## src/rtl/memory_stream_reader.sv

```systemverilog
// Streams a block of words out of a 1-cycle-latency memory onto a valid/ready stream.
// Optional STREAM_READER_LAST_EN adds a dataLast output marking the final word of a burst.
module memory_stream_reader #(
    parameter int DATAWIDTH    = 8,
    parameter int DATADEPTH    = 1024,
    parameter int ADDRESSWIDTH = $clog2(DATADEPTH)
) (
    input  logic                    clk,
    input  logic                    resetN,
    input  logic                    start,
    input  logic [ADDRESSWIDTH-1:0] startAddress,
    input  logic [ADDRESSWIDTH:0]   wordCount,
    output logic                    busy,
    output logic                    done,
    output logic [ADDRESSWIDTH-1:0] memReadAddress,
    input  logic [DATAWIDTH-1:0]    memDataIn,
    output logic [DATAWIDTH-1:0]    dataOut,
    output logic                    dataValid,
    input  logic                    dataReady
`ifdef STREAM_READER_LAST_EN
    ,
    output logic                    dataLast
`endif
);

    // Stream handshake: a word moves when dataValid && dataReady at a rising edge;
    // while dataValid is high and dataReady low, dataOut (and dataLast) hold.

    typedef enum logic [1:0] {
        S_IDLE = 2'd0,
        S_RUN  = 2'd1,
        S_DONE = 2'd2
    } state_t;

    localparam logic [ADDRESSWIDTH-1:0] LAST_ADDR = ADDRESSWIDTH'(DATADEPTH - 1);

    state_t                  state;
    logic [ADDRESSWIDTH-1:0] addr_reg;
    logic [ADDRESSWIDTH:0]   remaining;
    logic                    inflight;
    logic [1:0]              occ;
    logic [DATAWIDTH-1:0]    buf0;
    logic [DATAWIDTH-1:0]    buf1;
    logic                    busy_r;
    logic                    done_r;
`ifdef STREAM_READER_LAST_EN
    logic                    inflight_last;
    logic                    last0;
    logic                    last1;
`endif

    logic       pop;
    logic       issue;
    logic [1:0] occ_next;

    assign dataValid      = (occ != 2'd0);
    assign dataOut        = buf0;
    assign memReadAddress = addr_reg;
    assign busy           = busy_r;
    assign done           = done_r;
`ifdef STREAM_READER_LAST_EN
    assign dataLast       = last0 && dataValid;
`endif

    assign pop = dataValid && dataReady;

    // A read may issue only if the word it returns is guaranteed a buffer slot.
    assign issue = (state == S_RUN) && (remaining != '0) &&
                   (({1'b0, occ} + {2'b0, inflight}) <= (3'd1 + {2'b0, pop}));

    assign occ_next = occ + {1'b0, inflight} - {1'b0, pop};

    always_ff @(posedge clk) begin
        if (!resetN) begin
            state     <= S_IDLE;
            addr_reg  <= '0;
            remaining <= '0;
            inflight  <= 1'b0;
            occ       <= 2'd0;
            buf0      <= '0;
            buf1      <= '0;
            busy_r    <= 1'b0;
            done_r    <= 1'b0;
`ifdef STREAM_READER_LAST_EN
            inflight_last <= 1'b0;
            last0         <= 1'b0;
            last1         <= 1'b0;
`endif
        end else begin
            inflight <= issue;
            if (issue) begin
                remaining <= remaining - 1'b1;
                addr_reg  <= (addr_reg == LAST_ADDR) ? '0 : addr_reg + 1'b1;
`ifdef STREAM_READER_LAST_EN
                inflight_last <= (remaining == 1);
`endif
            end

            // Two-entry FIFO: buf0 is the head, buf1 the second entry.
            case ({inflight, pop})
                2'b10: begin
                    if (occ == 2'd0) begin
                        buf0 <= memDataIn;
`ifdef STREAM_READER_LAST_EN
                        last0 <= inflight_last;
`endif
                    end else begin
                        buf1 <= memDataIn;
`ifdef STREAM_READER_LAST_EN
                        last1 <= inflight_last;
`endif
                    end
                end
                2'b01: begin
                    buf0 <= buf1;
`ifdef STREAM_READER_LAST_EN
                    last0 <= last1;
`endif
                end
                2'b11: begin
                    if (occ == 2'd1) begin
                        buf0 <= memDataIn;
`ifdef STREAM_READER_LAST_EN
                        last0 <= inflight_last;
`endif
                    end else begin
                        buf0 <= buf1;
                        buf1 <= memDataIn;
`ifdef STREAM_READER_LAST_EN
                        last0 <= last1;
                        last1 <= inflight_last;
`endif
                    end
                end
                default: ;
            endcase
            occ <= occ_next;

            case (state)
                S_IDLE: begin
                    done_r <= 1'b0;
                    if (start) begin
                        addr_reg  <= startAddress;
                        remaining <= wordCount;
                        if (wordCount != '0) begin
                            state  <= S_RUN;
                            busy_r <= 1'b1;
                        end else begin
                            state  <= S_DONE;
                            done_r <= 1'b1;
                            busy_r <= 1'b0;
                        end
                    end
                end
                S_RUN: begin
                    // Finish on the edge that drains the last word so done follows it directly.
                    if (remaining == '0 && !inflight && occ_next == 2'd0) begin
                        state  <= S_DONE;
                        done_r <= 1'b1;
                        busy_r <= 1'b0;
                    end
                end
                S_DONE: begin
                    done_r <= 1'b0;
                    state  <= S_IDLE;
                end
                default: state <= S_IDLE;
            endcase
        end
    end

endmodule

```

## config.mk

```make
export PLATFORM = sky130hd
export DESIGN_NAME = memory_stream_reader
export DESIGN_NICKNAME = d
export VERILOG_FILES = /design/src/rtl/memory_stream_reader.sv
export SDC_FILE = /design/constraint.sdc
export NUM_CORES = 1
export LEC_CHECK = 0
export CORE_MARGIN = 4
export CORE_UTILIZATION = 50
export DETAILED_ROUTE_END_ITERATION = 7
export PLACE_DENSITY = 0.82
export SLEW_MARGIN = 40
export SYNTH_ARGS = -nofsm -noshare
export SYNTH_HDL_FRONTEND = slang
export SYNTH_SLANG_ARGS = --single-unit
```

## constraint.sdc

```tcl
create_clock -name clk -period 3.3 [get_ports clk]
set_input_delay 0.66 -clock clk [delete_from_list [all_inputs] [get_ports clk]]
set_output_delay 0.66 -clock clk [all_outputs]
set_load 0.01 [all_outputs]
```

# [After elaboration in Yosys (flattened, before gate mapping)]
# Cells that the tools add are included.
[totals] register_bits=44 output_inout_bits=21
[op_classes] addsub=6 n_lt_le_gt_ge=1 n_eq_ne=12 n_mux=25 reduce_logical=22
[ops] op="10-bit 2-to-1 mux" n=4
[ops] op="11-bit 2-to-1 mux" n=3
[ops] op="8-bit 2-to-1 mux" n=4
[ops] op="8-bit one-hot mux with 3 select lines" n=1
[ops] op="11-bit nonzero test" n=2
[ops] op="8-bit one-hot mux with 2 select lines" n=1
[ops] op="11-bit logical NOT" n=1
[ops] op="11-bit by 1-bit subtractor with 11-bit output, second input constant" n=1
[ops] op="10-bit by 1-bit adder with 10-bit output, second input constant" n=1
[ops] op="10-bit == test, second input constant" n=1
[ops] op="2-bit != test, second input constant" n=4
[ops] op="2-bit by 1-bit == test with 1-bit output, second input constant" n=3
[ops] op="2-bit == test, second input constant" n=3
[ops] op="2-bit logical NOT" n=3
[ops] op="1-bit 2-to-1 mux" n=6
[ops] op="2-bit 2-to-1 mux" n=3
[ops] op="2-bit AND reduction" n=3
[ops] op="3-bit AND reduction" n=2
[ops] op="2-bit nonzero test" n=3
[ops] op="3-bit nonzero test" n=2
[ops] op="1-bit logical AND" n=5
[ops] op="2-bit one-hot mux with 2 select lines" n=1
[ops] op="2-bit by 1-bit adder with 3-bit output" n=1
[ops] op="3-bit by 2-bit less-or-equal comparator with 1-bit output" n=1
[ops] op="other kinds (7)" n=7

# [Longest topological paths before layout]
# Gate-level depths: netlist (run 1).
[logic_depth] depth_word=8 mapped_depth=10 depth_no_buf=9

# [Worst setup path before layout (run 1)]
# No wires, ideal clock.
[synth_path] kind="register to register" from="reg occ[1]" to="reg addr_reg[3] (netlist: memReadAddress[3])" arrival_time_ns=2.479 required_time_ns=3.178 setup_slack_ns=0.699 stages_incl_launch_ff=10 period_less_slack_ns=2.601 cell_sequence="dfxtp_1 -> or2_2 -> nand2_1 -> inv_1 -> fa_1 -> o311a_1 -> a31oi_1 -> nor2_1 -> a211oi_1 -> nor3_1"
[synth_between] elab_chain_len=8 word_cells_on_any_way=9 cone_classes="2 x add/sub; 1 x order compare; 3 x mux; 3 x reduce/logical"
[synth_rtl] item="from (decl)" line="41" rtl="logic [1:0] occ;"
[synth_rtl] item="from (signal assigned)" line="137" rtl="occ <= occ_next;"
[synth_rtl] item="2-bit nonzero test (*)" line="56" rtl="assign dataValid = (occ != 2'd0);"
[synth_rtl] item="net dataValid" line="18" rtl="output logic dataValid,"
[synth_rtl] item="1-bit logical AND (*)" line="65" rtl="assign pop = dataValid && dataReady;"
[synth_rtl] item="1-bit by 1-bit adder with 2-bit output (*)" line="69" rtl="(({1'b0, occ} + {2'b0, inflight}) <= (3'd1 + {2'b0, pop}));"
[synth_rtl] item="3-bit by 2-bit less-or-equal comparator with 1-bit output (*)" line="69"
[synth_rtl] item="1-bit logical AND (*)" line="68" rtl="assign issue = (state == S_RUN) && (remaining != '0) &&"
[synth_rtl] item="10-bit 2-to-1 mux (*)" line="91" rtl="if (issue) begin"
[synth_rtl] item="10-bit 2-to-1 mux" line="142" rtl="if (start) begin"
[synth_rtl] item="10-bit 2-to-1 mux (*)" line="139" rtl="case (state)"
[synth_rtl] item="to (signal assigned)" line="93" rtl="addr_reg <= (addr_reg == LAST_ADDR) ? '0 : addr_reg + 1'b1;"
[synth_rtl] item="to (signal assigned)" line="143" rtl="addr_reg <= startAddress;"
[synth_rtl] item="to (decl)" line="38" rtl="logic [ADDRESSWIDTH-1:0] addr_reg;"
# Mark *: on every way through the listed nets, which the timed path passes. The rest lies on a longest branch.
# A chain may end at the register's enable or synchronous reset.

# [Final worst setup path (run 1)]
[layout_path] from="in dataReady" to="reg addr_reg[7] (netlist: memReadAddress[7])"
[layout_between] elab_chain_len=7
[layout_rtl] item="from (decl)" line="19" rtl="input logic dataReady"
[layout_rtl] item="1-bit logical AND (*)" line="65"
[layout_rtl] item="1-bit by 1-bit adder with 2-bit output (*)" line="69"
[layout_rtl] item="3-bit by 2-bit less-or-equal comparator with 1-bit output (*)" line="69"
[layout_rtl] item="1-bit logical AND (*)" line="68"
[layout_rtl] item="10-bit 2-to-1 mux (*)" line="91"
[layout_rtl] item="10-bit 2-to-1 mux" line="142"
[layout_rtl] item="10-bit 2-to-1 mux (*)" line="139"
# Every way passes the cells marked *; elsewhere a longest branch is shown, timed or not.

==> metrics.md, run 1 <==
| Metric | Value |
|---|---|
| First-pass GRT wire length | 9.639 mm |
| Setup crit end kind | flop |
| Post-CTS resize count | 0 |
| Clock tree buffer depth | 2 |
| Setup Buffers After CTS | 0 |
| Mapped cell area | 0.002311 sq mm |
| CTS Buf Count | 5 |
| Static Leak | 1.192 nW |
| Most frequent CP cell | nand2_1 |
| Mapped Cells | 269 |
| Post-detail-place hpwl | 4.140 mm |
| Part of the power in combinational logic | 34.3% |
| CP top delay family | compound AO/OA/AOI/OAI gates |
| Top FF cell, synth | dfxtp_1 |
| Die width | 75.99 microns |
| Switch share | 33.81% |
| FFs w/ async S/R, synth | 0% |
| Root Driver | clkbuf_8 |
| Setup TNS | 0 ns |
| Fin worst setup slack | 0.3700 ns |
| Top-level I/O count | 54 |
| Iteration-0 DRC count of the detailed router | 106 |
| Skew-Pair Late Insertion Delay | 0.30 ns |
| PortBufs | 53 |
| Worst path required time | 3.52 ns |
| Hold_ws | 0.5018 ns |
| Crit path max fanout | 10 |
| Clock network power share | 24.7% |
| Aggregate global-route resource usage | 19.76% |
| Vias in the first global route | 2074 |
| Site Rows | 24 |
| Worst-path clk slew | 0.09 ns |
| Fillers | 358 |
| WL final | 5.547 mm |
| RSZ-0062 raised after global routing | no |
| Crit-path max cell delay | 0.54 ns |
| Placed Cells incl. Taps | 365 |
| Final setup fails | 0 |
| Worst slew pin tran | 0.6373 ns |
| Maximum VDD drop | 0.3798 mV |
| Vias | 2109 |
| Crit share post-route | 88.79% |
| Layout Cells excl Fill | 373 |
| Int Pwr | 0.001113 W |
| GRT overflow | 0 |
| YS warnings | 0 |
| Via/cell ratio | 5.654 |
| Worst EP arrival | 3.15 ns |
| Die H | 75.99 microns |
| Status | finished clean |
| Layout cell share with drive strength beyond 1 | 7.788% |
| Clock skew | 0.01030 ns |
| Residual DRC count | 0 |
| Routed Antenna Nets | 0 |
| Reg2Reg Setup Slack | 0.53 ns |
| Sequential Power Share | 41.0% |
| Die area | 0.005774 sq mm |
| Pre-CTS setup slack | 0.05726 ns |
| Area of the multi-input gates | 0.001346 sq mm |
| Slowest CP cell | clkdlybuf4s50_1 |
| Post-synthesis cell type count | 48 |
| CP Buf/Inv Count | 2 |
| Slew headroom | 57.46% |
| Pins over their slew limit | 0 |
| CP Cell Sequence | clkdlybuf4s50_1 > nand2_1 > inv_1 > fa_1 > o311a_1 > a31o_2 > nand2_1 > o211ai_1 > o21ai_0 |
| Post-synth EDFFs | 0 |
| Net Count, Synth | 312 |
| Critical path origin | dataReady |
| Max Cap Violations | 0 |
| Initial Util | 52.35% |
| Antenna diode count | 0 |
| Core Area | 0.004414 sq mm |
| Largest net degree at the start of global routing | 27 |
| TritonCTS clock tree | done |
| RR Startpoint | occ[1] |
| Flops & latches, synth | 44 |
| Crit start category | input pin |
| DR pass1 iterations | 4 |
| Min-delay src | dataOut[1] |
| Antenna violations before repair | 0 |
| TritonCTS sink count | 44 |
| Switching component of the power | 0.0005684 W |
| CP Class | in2reg |
| FF/Latch Area | 880.8 sq um |
| Final hold viol count | 0 |
| Mean Syn Cell Area | 8.591 sq um |
| Minimum clock period | 2.930 ns |
| Sequential area share after synthesis | 38.12% |
| Cts hold-fix bufs | 0 |
| Nets | 363 |
| Worst hold-check path type | reg2reg |
| Power density cells | 558.0 mW/mm^2 |
| Gpl congestion | 0.8226 |
| Area Growth Syn to Fin | 30.37% |
| H-Tree Depth | 2 |
| DR WL/cell | 14.87 microns |
| Peak Freq | 0.3413 GHz |
-- flip-flops by register name, summed over array words and instances, names as in the netlist --
signal          count
occ                 2
done                1
remaining          11
inflight            1
buf1                8
dataOut             8
busy                1
state               2
memReadAddress     10
-- worst reg2reg max path: cells and delay by family, from the launching register on --
kind | cells | cell delay [ns]
adders and majority gates | 1 | 0.48
AOI/OAI and AO/OA | 4 | 1.05
and+or+nand+nor | 3 | 0.71
DFF | 1 | 0.38
buffers and inverters | 1 | 0.08
-- worst paths after layout --
check	to	cells past startpoint
min reg2reg	dataOut[1]	2
min	dataOut[1]	2
max	memReadAddress[7]	9
max reg2reg	memReadAddress[7]	9
-- cells in the mapped netlist (all sizes together), types with 2 or more instances --
library cell	number	area share, %
buf	2	0.43
nor4	6	1.9
nor2b	2	0.54
xor2	9	3.4
a211oi	10	3.2
nand2	9	1.5
or4	3	1.0
and2	2	0.54
a21oi	21	4.7
nor3	8	1.7
nor2	23	3.7
or3	4	1.1
xnor2	7	2.7
nand4	3	0.81
o21ai	25	5.4
dfxtp	44	38
nand3	18	3.9
o311a	2	0.87
mux2i	16	6.9
inv	13	2.1
ha	9	4.9
clkbuf	11	1.8
a31oi	2	0.54
-- power by group through the flow --
stage               combinational [W]  sequential [W]  clock [W]
floorplan                    0.000344        0.000702          0
global placement             0.000550        0.000695          0
detailed placement           0.000563        0.000698          0
CTS                          0.000572        0.000687   0.000421
global route                 0.000640        0.000701   0.000444
finish                       0.000577        0.000689   0.000415
-- layout make-up --
cell class / count / area share [%]
well taps: 52 / 2.159
multi-input cells: 199 / 44.68
clock inverters: 3 / 1.412
clock buffers: 5 / 2.284
flip-flops and latches: 44 / 29.24
repair buffers: 57 / 18.60
inverters: 13 / 1.620
-- per-stage QoR --
stage,util [%],total power (W),instance area [sq um]
floorplan,-,0.001046,2311
global placement,65.36,0.001245,2885
detailed placement,65.53,0.001261,2893
finish,68.25,0.001681,3013
global route,68.25,0.001785,3013
CTS,68.06,0.001680,3004
-- layout by cell type, fill, tap and decap left out, types with 2 or more instances in the layout --
cell type,count
clkdlybuf4s50_1,53
dfxtp_1,44
nor2_1,23
o21ai_0,22
a21oi_1,20
nand3_1,18
mux2i_1,16
inv_1,13
a211oi_1,10
nand2_1,9
xor2_1,9
ha_1,9
nor3_1,8
xnor2_1,7
nor4_1,5
clkbuf_8,5
buf_4,4
or3_1,3
nand4_1,3
nor2b_1,2
o21ai_2,2
or4_1,2
and2_1,2
o311a_1,2
a31oi_1,2
-- per-layer routing --
layer / global-route usage (%) / part of all wire, % / vias up
li1: - / - / 1080
met2: 31.85 / 48 / 51
met4: 6.940 / 1.9 / 0
met5: 0 / 0 / -
met3: 4.728 / 4.1 / 12
met1: 25.65 / 46 / 966
-- kinds of logic (layout without fill, tap and decap cells) --
logic type                 Yosys count  after routing  synth area share (%)
AOI/OAI and AO/OA                   71             71                 19.28
xor gates and xnor gates            16             16                 6.064
adders and majority gates           10             10                 5.739
buffers and inverters               26             78                 4.332
DFF                                 44             44                 38.12
muxes                               16             16                 6.930
and+or+nand+nor                     86             86                 19.55
Note: power is estimated with default switching activity, not from simulation.
==> run 2, diff against run 1 <==
--- a/config.mk
+++ b/config.mk
@@ -9,6 +9,8 @@
 export CORE_UTILIZATION = 50
 export DETAILED_ROUTE_END_ITERATION = 7
 export PLACE_DENSITY = 0.82
+export RECOVER_POWER = 50
+export SETUP_SLACK_MARGIN = 0.02
 export SLEW_MARGIN = 40
 export SYNTH_ARGS = -nofsm -noshare
 export SYNTH_HDL_FRONTEND = slang
==> run 2 against run 1 <==
Net effect: die area stayed put; register-to-register slack got worse by 0.02 ns; critical path depth is the same; core utilization is 0.085 points lower; cell count stayed put; combinational power fell by 2%; first-iteration DRC count increased by 2.8%; via count increased by 0.90%; sequential cell count did not move; clock skew is 0.00087 ns lower; critical endpoint unchanged.
==> metrics.md, run 2 (same netlist as run 1, synthesis figures left out) <==
| Metric | Value |
|---|---|
| Status | finished clean |
| TritonCTS sink count | 44 (unchanged) |
| DR pass1 iterations | 4 (unchanged) |
| Final setup fails | 0 (unchanged) |
| Final hold viol count | 0 (unchanged) |
| GRT overflow | 0 (unchanged) |
| PortBufs | 53 (unchanged) |
| CP Cell Sequence | clkdlybuf4s50_1 > nand2_1 > inv_1 > fa_1 > o311a_1 > a31o_2 > nand2_1 > o211ai_1 > o21ai_0 |
| Met3 wire length | 237 microns (+3.9%) |
| First-pass GRT wire length | 9.639 mm (unchanged) |
| Vias in the first global route | 2074 (unchanged) |
| Root Driver | clkbuf_8 |
| Design Power | 0.001666 W (-0.88%) |
| Initial Util | 52.35% (unchanged) |
| Sequential Power Share | 41.3% (+0.3 points) |
| Gpl congestion | 0.8226 (unchanged) |
| Setup crit end kind | flop |
| Nets | 363 (unchanged) |
| Die H | 75.99 microns (unchanged) |
| TritonCTS clock tree | done |
| Setup TNS | 0 ns (unchanged) |
| WL final | 5.542 mm (about the same) |
| Clock tree buffer depth | 2 (unchanged) |
| Worst EP arrival | 3.17 ns (+0.02 ns) |
| Core Area | 0.004414 sq mm (unchanged) |
| Pins over their slew limit | 0 (unchanged) |
| CP Buf/Inv Count | 2 (unchanged) |
| Layout cell share with drive strength beyond 1 | 7.477% (-0.31 points) |
| Area of the multi-input gates | 0.001346 sq mm (unchanged) |
| RSZ-0062 raised after global routing | no |
| Layout Cells excl Fill | 373 (unchanged) |
| Crit start category | input pin |
| Skew-Pair Late Insertion Delay | 0.30 ns (about the same) |
| Maximum VDD drop | 0.3763 mV (-0.91%) |
| Worst slew pin tran | 0.9821 ns (+0.3447 ns) |
| Area Growth Syn to Fin | 30.21% |
| Iteration-0 DRC count of the detailed router | 109 (+2.8%) |
| Crit-path max cell delay | 0.54 ns (about the same) |
| CTS Buf Count | 5 (unchanged) |
| Most frequent CP cell | nand2_1 |
| Most frequent cells in the layout | dfxtp_1, clkdlybuf4s50_1, nor2_1 |
| Crit path max fanout | 10 (unchanged) |
| Slew headroom | 34.53% (-23 points) |
| Worst path required time | 3.52 ns (about the same) |
| Site Rows | 24 (unchanged) |
| Top-level I/O count | 54 (unchanged) |
| Slowest CP cell | clkdlybuf4s50_1 |
| Clock network power share | 24.8% (about the same) |
| Antenna diode count | 0 (unchanged) |
| Die area | 0.005774 sq mm (unchanged) |
| Cts hold-fix bufs | 0 (unchanged) |
| Clock skew | 0.009424 ns (-0.0008744 ns) |
| CP Class | in2reg |
| Vias | 2128 (+0.90%) |
| FF/Latch Area | 880.8 sq um (unchanged) |
| Met2 wire len | 2.693 mm (+0.37%) |
| Worst-path clk slew | 0.08 ns (about the same) |
| Placed Cells incl. Taps | 365 (unchanged) |
| Power density cells | 553.8 mW/mm^2 (-0.75%) |
| Max Cap Violations | 0 (unchanged) |
| Post-CTS resize count | 0 (unchanged) |
| Fin worst setup slack | 0.3515 ns (-0.01851 ns) |
| Antenna violations before repair | 0 (unchanged) |
| DR WL/cell | 14.86 microns (about the same) |
| Wl on met1 | 2.503 mm (-0.95%) |
| Via/cell ratio | 5.705 (+0.90%) |
| Largest Register | remaining |
| CP top delay family | compound AO/OA/AOI/OAI gates |
| Part of the power in combinational logic | 33.9% (-0.4 points) |
| Peak Freq | 0.3392 GHz (-0.63%) |
| Largest register FFs | 11 (unchanged) |
| Routed Antenna Nets | 0 (unchanged) |
| Largest net degree at the start of global routing | 27 (unchanged) |
| Post-detail-place hpwl | 4.140 mm (unchanged) |
| Setup Buffers After CTS | 0 (unchanged) |
| Pre-CTS setup slack | 0.05726 ns (unchanged) |
| H-Tree Depth | 2 (unchanged) |
| Static Leak | 1.231 nW (+3.3%) |
| Max layer used | met4 |
| Switch share | 33.97% (+0.16 points) |
| Aggregate global-route resource usage | 19.76% (unchanged) |
| Switching component of the power | 0.0005660 W (-0.41%) |
| Finished Core Util | 68.17% (-0.085 points) |
| Int Pwr | 0.001100 W (-1.1%) |
| Commonest non-fill, non-tap cell in the layout | dfxtp_1 |
| Minimum clock period | 2.948 ns (+0.01851 ns) |
| Residual DRC count | 0 (unchanged) |
| Worst hold-check path type | reg2reg |
| Die width | 75.99 microns (unchanged) |
| Crit share post-route | 89.35% (+0.56 points) |
| Fillers | 360 (+0.56%) |
[run 2: worst paths after layout]
path / startpoint / endpoint / slack, ns / depth (start not counted)
max: dataReady / memReadAddress[7] / 0.35 / 9
min reg2reg: dataOut[1] / dataOut[1] / 0.50 / 2
max reg2reg: occ[1] / memReadAddress[7] / 0.51 / 9
min: dataOut[1] / dataOut[1] / 0.50 / 2
[run 2: metal layers]
metal	global-route usage [%]	vias to the layer above
met5	0	-
met4	6.940	0
met1	25.65	972
li1	-	1081
met2	31.85	63
met3	4.728	12
[run 2: cell type report]
type	count	share of cell area, %
Sequential cell	44	29.27
Clock buffer	5	2.287
Inverter	13	1.622
Multi-Input combinational cell	199	44.74
Tap cell	52	2.162
Timing Repair Buffer	57	18.50
Clock inverter	3	1.414
[run 2: through the flow]
stage / cell area (sq um) / hold slack, ns
floorplan: 2311 / 0.4597
global placement: 2885 / 0.4690
detailed placement: 2893 / 0.4787
CTS: 3004 / 0.4911
global route: 3009 / 0.5217
finish: 3009 / 0.4986
[run 2: power by group through the flow]
stage / registers (W) / clock network [W] / logic, W
final: 0.000687 / 0.000413 / 0.000566
after global routing: 0.000700 / 0.000444 / 0.000627
after CTS: 0.000687 / 0.000421 / 0.000572
after detailed placement: 0.000698 / 0 / 0.000563
after global placement: 0.000695 / 0 / 0.000550
after floorplan: 0.000702 / 0 / 0.000344
[run 2: worst min-delay path: stages (launching register included)]
cell and delay [ns]:
dfxtp_1 0.32, nor2_1 0.09, a211oi_1 0.05
